[src/rtl/pipe_reg_chain_pkg.sv]
// Shared definitions for the pipeline register chain.
//   RV_NOP      : default bubble payload (RV32I "addi x0,x0,0")
//   IF_ID..     : stage indices of the classic 4-register RISC pipeline
//   stage_sel_e : per-stage next-state select driven by the chain controller
package pipe_reg_chain_pkg;

  localparam logic [31:0] RV_NOP = 32'h0000_0013;

  localparam int IF_ID  = 0;
  localparam int ID_EX  = 1;
  localparam int EX_MEM = 2;
  localparam int MEM_WB = 3;

  typedef enum logic [1:0] {
    SEL_LOAD   = 2'd0,
    SEL_HOLD   = 2'd1,
    SEL_BUBBLE = 2'd2
  } stage_sel_e;

endpackage

[src/rtl/pipe_reg_chain_stage.sv]
// One pipeline register stage: WIDTH payload bits plus a valid bit.
// Ports:
//   clk, reset  : rising-edge clock, asynchronous active-high reset
//   sel         : load from src / hold current / load bubble
//   src_data    : payload from the upstream stage (or the producer)
//   src_valid   : valid bit from upstream
//   data, valid : registered stage contents
module pipe_reg_chain_stage
  import pipe_reg_chain_pkg::*;
#(
  parameter int               WIDTH      = 32,
  parameter logic [WIDTH-1:0] BUBBLE_VAL = WIDTH'(RV_NOP)
) (
  input  logic             clk,
  input  logic             reset,
  input  stage_sel_e       sel,
  input  logic [WIDTH-1:0] src_data,
  input  logic             src_valid,
  output logic [WIDTH-1:0] data,
  output logic             valid
);

  // Stage register with load/hold/bubble select.
  always_ff @(posedge clk or posedge reset) begin
    if (reset) begin
      data  <= BUBBLE_VAL;
      valid <= 1'b0;
    end else begin
      case (sel)
        SEL_LOAD: begin
          data  <= src_data;
          valid <= src_valid;
        end
        SEL_HOLD: begin
          data  <= data;
          valid <= valid;
        end
        SEL_BUBBLE: begin
          data  <= BUBBLE_VAL;
          valid <= 1'b0;
        end
        default: begin
          data  <= BUBBLE_VAL;
          valid <= 1'b0;
        end
      endcase
    end
  end

endmodule

[src/rtl/pipe_reg_chain.sv]
// Parametrised chain of STAGES pipeline registers with per-stage stall and flush,
// valid tracking, upstream stall propagation, automatic bubble insertion and
// saturating stall/bubble performance counters.
// Ports:
//   clk, reset            : rising-edge clock, asynchronous active-high reset
//   in_data, in_valid     : producer side entering stage 0
//   in_ready              : producer may advance (combinational, ~hold[0])
//   stall[i], flush[i]    : per-stage hold / squash requests from the hazard unit
//   cnt_clr               : synchronous clear of both counters
//   tap_data, tap_valid   : every stage's contents, stage i at [i*WIDTH +: WIDTH]
//   out_data, out_valid   : last stage contents
//   stall_cnt, bubble_cnt : saturating event counters
module pipe_reg_chain
  import pipe_reg_chain_pkg::*;
#(
  parameter int               WIDTH      = 32,
  parameter int               STAGES     = 4,
  parameter logic [WIDTH-1:0] BUBBLE_VAL = WIDTH'(RV_NOP),
  parameter int               CNT_W      = 16
) (
  input  logic                    clk,
  input  logic                    reset,
  input  logic [WIDTH-1:0]        in_data,
  input  logic                    in_valid,
  output logic                    in_ready,
  input  logic [STAGES-1:0]       stall,
  input  logic [STAGES-1:0]       flush,
  input  logic                    cnt_clr,
  output logic [STAGES*WIDTH-1:0] tap_data,
  output logic [STAGES-1:0]       tap_valid,
  output logic [WIDTH-1:0]        out_data,
  output logic                    out_valid,
  output logic [CNT_W-1:0]        stall_cnt,
  output logic [CNT_W-1:0]        bubble_cnt
);

  localparam logic [CNT_W-1:0] CNT_MAX = {CNT_W{1'b1}};
  localparam logic [CNT_W-1:0] CNT_ONE = {{(CNT_W-1){1'b0}}, 1'b1};

  logic [STAGES-1:0][WIDTH-1:0] data_r;
  logic [STAGES-1:0]            valid_r;
  logic [STAGES-1:0]            hold_s;
  stage_sel_e                   sel_s       [STAGES];
  logic [WIDTH-1:0]             src_data_s  [STAGES];
  logic                         src_valid_s [STAGES];
  logic                         last_nxt_valid_s;
  logic                         stall_inc_s;
  logic                         bubble_inc_s;

  // hold[i] is the OR of stall[i] and every downstream stall request.
  always_comb begin
    hold_s = {STAGES{1'b0}};
    for (int i = 0; i < STAGES; i++) begin
      for (int j = i; j < STAGES; j++) begin
        hold_s[i] = hold_s[i] | stall[j];
      end
    end
  end

  for (genvar g = 0; g < STAGES; g++) begin : g_stage
    logic up_hold_s;

    if (g == 0) begin : g_first
      assign src_data_s[g]  = in_data;
      assign src_valid_s[g] = in_valid;
      assign up_hold_s      = 1'b0;
    end else begin : g_rest
      assign src_data_s[g]  = data_r[g-1];
      assign src_valid_s[g] = valid_r[g-1];
      // Upstream frozen while this stage moves on: fill the gap with a bubble.
      assign up_hold_s      = hold_s[g-1];
    end

    // Priority select: flush, then hold, then auto-bubble, then load.
    always_comb begin
      sel_s[g] = SEL_LOAD;
      if (flush[g]) begin
        sel_s[g] = SEL_BUBBLE;
      end else if (hold_s[g]) begin
        sel_s[g] = SEL_HOLD;
      end else if (up_hold_s) begin
        sel_s[g] = SEL_BUBBLE;
      end else begin
        sel_s[g] = SEL_LOAD;
      end
    end

    pipe_reg_chain_stage #(
      .WIDTH      (WIDTH),
      .BUBBLE_VAL (BUBBLE_VAL)
    ) u_stage (
      .clk       (clk),
      .reset     (reset),
      .sel       (sel_s[g]),
      .src_data  (src_data_s[g]),
      .src_valid (src_valid_s[g]),
      .data      (data_r[g]),
      .valid     (valid_r[g])
    );
  end

  // Valid bit the last stage will capture at the coming edge.
  always_comb begin
    last_nxt_valid_s = 1'b0;
    case (sel_s[STAGES-1])
      SEL_LOAD:   last_nxt_valid_s = src_valid_s[STAGES-1];
      SEL_HOLD:   last_nxt_valid_s = valid_r[STAGES-1];
      SEL_BUBBLE: last_nxt_valid_s = 1'b0;
      default:    last_nxt_valid_s = 1'b0;
    endcase
  end

  assign stall_inc_s  = hold_s[0];
  assign bubble_inc_s = ~hold_s[STAGES-1] & ~last_nxt_valid_s;

  // Saturating performance counters; clear wins over increment.
  always_ff @(posedge clk or posedge reset) begin
    if (reset) begin
      stall_cnt  <= {CNT_W{1'b0}};
      bubble_cnt <= {CNT_W{1'b0}};
    end else if (cnt_clr) begin
      stall_cnt  <= {CNT_W{1'b0}};
      bubble_cnt <= {CNT_W{1'b0}};
    end else begin
      if (stall_inc_s && (stall_cnt != CNT_MAX)) begin
        stall_cnt <= stall_cnt + CNT_ONE;
      end else begin
        stall_cnt <= stall_cnt;
      end
      if (bubble_inc_s && (bubble_cnt != CNT_MAX)) begin
        bubble_cnt <= bubble_cnt + CNT_ONE;
      end else begin
        bubble_cnt <= bubble_cnt;
      end
    end
  end

  assign in_ready  = ~hold_s[0];
  assign tap_data  = data_r;
  assign tap_valid = valid_r;
  assign out_data  = data_r[STAGES-1];
  assign out_valid = valid_r[STAGES-1];

endmodule

[config.mk]
export PLATFORM = sky130hd
export DESIGN_NAME = pipe_reg_chain
export DESIGN_NICKNAME = d
export VERILOG_FILES = /design/src/rtl/pipe_reg_chain_pkg.sv /design/src/rtl/pipe_reg_chain_stage.sv /design/src/rtl/pipe_reg_chain.sv
export SDC_FILE = /design/constraint.sdc
export NUM_CORES = 1
export LEC_CHECK = 0
export BUFFER_PORTS_ARGS = -buffer_cell sky130_fd_sc_hd__buf_2
export CORE_MARGIN = 2
export CORE_UTILIZATION = 47
export CTS_BUF_LIST = sky130_fd_sc_hd__clkbuf_4 sky130_fd_sc_hd__clkbuf_8
export DETAILED_ROUTE_END_ITERATION = 8
export PLACE_DENSITY = 0.84
export SLEW_MARGIN = 20
export SYNTH_ARGS = -nofsm -noshare
export SYNTH_HDL_FRONTEND = slang
export SYNTH_SLANG_ARGS = --single-unit
[constraint.sdc]
create_clock -name clk -period 4.69 [get_ports clk]
set_clock_uncertainty 0.1 [all_clocks]
set_input_delay 0.2345 -clock clk [delete_from_list [all_inputs] [get_ports clk]]
set_output_delay 0.2345 -clock clk [all_outputs]
set_load 0.02 [all_outputs]
==> run_results.csv <==
group,metric,value,unit
setup_path,critical_path_class,"in -> out",
detailed_routing,drtAntennaViolNets,0,
clock_network,clock_tree_from_tritoncts,"built",
yosys,syn_inst,614,
setup_path,critPathArrivalTime,2140,ps
setup_path,cp.required,4360,ps
global_route,overflow,0,
finish,design_area,8838,um^2
sta,max_freq,404.5,MHz
yosys,synth_enable_flop_cells,0,
sta,setup_viol,0,
setup_path,critPathSlowestCell,"or4_2",
clock_network,clockBufferDepth,2,
placed_design,place_ws,2150,ps
clock_network,insertion_delay,450,ps
placed_design,place.port_buffers,241,
floorplan,io_pins,242,
global_route,first_global_vias,5725,
sta,fin_setup_tns,0,ps
global_route,antenna_found_initial,0,
clock_network,cts.reportedPaths.clkPinSlew,80,ps
clock_network,ctsHtreeMaxLevel,4,
floorplan,die_w,125.6,um
power_and_ir_drop,power.share.sequential,54.0,%
detailed_routing,number_of_detailed_route_iterations_in_the_first_pass,4,
clock_network,post_cts_buffers,0,
floorplan,die_ht,125.6,um
detailed_routing,route.top_layer_used,"met4",
power_and_ir_drop,switching_power,0.6359,mW
placed_design,place.gp.congestion,0.8789,
setup_path,timing.critical_path.slowest_cell_delay,650,ps
power_and_ir_drop,comb_power_share,6.5,%
sta,count_of_pins_over_their_slew_limit,0,
sta,worst_slew_pin_slew,847.0,ps
detailed_routing,met3WireLength,1301,um
yosys,synth_async_sr_flop_share,100.0,%
yosys,synth.distinct_cells,50,
yosys,synth_top_family_by_area,"compound AO/OA/AOI/OAI gates",
detailed_routing,drt_iter0_markers,416,
setup_path,critical_path.endpoint_type,"output port",
power_and_ir_drop,worst_ir_drop_vdd,0.2098,mV
detailed_routing,route.final.wire_length,19230,um
power_and_ir_drop,power.density,300.8,nW/um^2
sta,min_period,2472,ps
hold_path,worst_hold_path_type,"in -> reg",
setup_path,critical_path.n_buffers_inverters,5,
finish,areaGrowthSynthToFinish,27.23,%
power_and_ir_drop,power_leakage,4.555,nW
clock_network,cts_buffers,17,
finish,num_antenna_cells,0,
global_route,global_route.usage.total,24.70,%
run_status,status,"completed",
yosys,synth.mux.area_fraction,1.423,%
run,cap_viol_max_count,0,
yosys,cell_taking_the_most_area_after_synthesis,"dfrtp_1",
yosys,synth_top_cells_by_area,"dfrtp_1 (55%), a22o_1 (11%), dfstp_2 (4.5%)",
power_and_ir_drop,power_switching_share,23.92,%
floorplan,core.rowCount,44,
finish,nNetsFinal,889,
power_and_ir_drop,internal_power,2.023,mW
setup_path,cp_max_fo,45,
clock_network,cts_root_buffer,"clkbuf_8",
yosys,synth.cell_area,6947,um^2
sta,unrepaired_setup_endpoints_after_global_routing,"false",
yosys,synth.net_count,660,
detailed_routing,detail_route.vias_per_cell,5.811,
yosys,compound_gate_fraction_of_synth_area,18.91,%
finish,drive_above_1_share,36.80,%
yosys,synth_area_per_cell,11.31,um^2
sta,timing.final.crit_share,52.71,%
floorplan,floorplan.initialDensity,47.98,%
yosys,yosysTopAreaCellShare,54.76,%
placed_design,postPlaceCellArea,8080,um^2
setup_path,worst_setup_path_start_kind,"input port",
sta,worst_case_headroom_to_the_max_slew_limit,43.53,%
yosys,synthFlopType,"dfrtp_1",
yosys,synth.ff_latch_count,164,
yosys,sequential_fraction_of_the_synthesis_area,59.29,%
detailed_routing,met2_wirelength,9608,um
yosys,synthXorXnorAreaFrac,0,%
power_and_ir_drop,total_power,2.659,mW
floorplan,floorplan.die_area,15770,um^2
setup_path,cpLargestDelayFamily,"buffers and inverters",
detailed_routing,routedWlPerCell,18.49,um
global_route,grt_max_degree,165,
yosys,synth_warnings,0,
setup_path,crit_path_cell_trace,"buf_2 > or4_2 > buf_4 > clkinv_1 > buf_4 > buf_2",
global_route,first_pass_grt_wire_length,30910,um
yosys,post_synth_and_or_nand_nor_area_fraction,13.65,%
detailed_routing,met1_length,7874,um
sta,count_of_final_hold_check_violations,0,
sta,worst_hold_slack,87.38,ps
detailed_routing,via_count,6043,
clock_network,clock-sinks,164,
power_and_ir_drop,power.share.clock,39.5,%
detailed_routing,drc,0,
floorplan,placeableCoreArea,14480,um^2
sta,final_worst_setup_slack,2218,ps
yosys,synth-adder-area-share,0.3602,%
placed_design,dpl.hpwl,12400,um
==> worst reg2reg max path: stages, from the launching register on <==
cell     delay [ps]
dfrtp_1         490
nor3b_1         210
or4b_1          660
nor4_1          310
mux2_2          370
==> path summary, 6_finish.rpt <==
kind	start	endpoint	slack, ps	depth (start not counted)
max	stall[3]	in_ready	2220	6
min	flush[1]	g_stage[1].u_stage.data[1]	90	2
max reg2reg	g_stage[2].u_stage.valid	bubble_cnt[10]	2450	4
min reg2reg	g_stage[3].u_stage.data[5]	g_stage[3].u_stage.data[5]	420	1
max in group asynchronous	reset	g_stage[0].u_stage.data[2]	3370	4
min in group asynchronous	reset	g_stage[1].u_stage.data[19]	510	4
==> final cells by class <==
class / instances / area, um^2
fillers: 1164 / 5640
flip-flops and latches: 164 / 4119
multi-input cells: 370 / 2419
repair buffers: 284 / 1627
clock buffers: 23 / 297.8
well taps: 184 / 230.2
clock inverters: 9 / 120.1
inverters: 6 / 26.28
==> state kept, by name, summed over array words and instances, names as in the netlist <==
signal / flops
bubble_cnt: 16
stall_cnt: 16
g_stage.u_stage.data: 128
g_stage.u_stage.valid: 4
==> power groups by stage <==
stage | clock network (mW) | logic, mW | registers [mW]
floorplan | 0 | 0.0758 | 1.47
global placement | 0 | 0.148 | 1.46
detailed placement | 0 | 0.151 | 1.46
CTS | 1.07 | 0.174 | 1.44
global route | 1.14 | 0.192 | 1.44
finish | 1.05 | 0.173 | 1.44
==> cells by family after synthesis <==
logic type,after synthesis
simple gates,184
buf+inv,80
flops,164
fa+ha+maj,2
compound gates,175
mux,9
==> layer usage <==
metal,up-vias,GRT usage (%)
li1,2693,-
met2,287,40.51
met1,3021,32.14
met3,42,5.520
met4,0,9.608
met5,-,0
==> stage by stage <==
stage                     std cells  util [%]
after floorplan                 614         -
after global placement          974     55.74
after detailed placement        974     55.81
after CTS                      1040     61.04
after global routing           1040     61.04
final                          1040     61.04
==> layout by cell type, fill, tap and decap left out, drive strengths merged, types with 2 or more instances in the layout <==
cell,count
buf,250
dfrtp,152
a22o,90
nand2,76
a21oi,46
dlygate4sd3,34
clkbuf,23
nor2,17
nand4,14
dfstp,12
nand3,11
nor4,10
or4,9
o21ai,8
nor2b,8
o31ai,7
mux2,7
or3,7
nor3,7
clkinv,7
o22a,6
nand2b,4
and3,4
and4,4
inv,4
o32a,3
a211oi,3
nand3b,3
or2,2
mux2i,2
clkinvlp,2
or4b,2
o41ai,2
o31a,2
o21a,2
a31oi,2
ha,2
bufinv,2
==> cell usage after synthesis, drive strengths merged, types with 2 or more instances <==
library cell / n
or2: 2
nand3: 11
o32a: 3
nor3: 7
clkinv: 2
dfstp: 12
o31ai: 7
or3: 7
inv: 4
and4: 4
o21a: 2
o22a: 6
nand3b: 3
o21ai: 8
a211oi: 3
nor4: 10
buf: 43
nand2: 76
a31oi: 2
o41ai: 2
o31a: 2
nor2: 17
nor2b: 8
clkbuf: 31
or4b: 2
and3: 4
a22o: 90
mux2: 7
nand4: 14
nand2b: 4
a21oi: 46
or4: 9
ha: 2
mux2i: 2
dfrtp: 152
==> repair_timing <==
action,in CTS,in global routing
endpoints found under the hold margin,144,0
hold buffers,34,0
resized for setup,0,0
(Power assumes the default switching activity.)
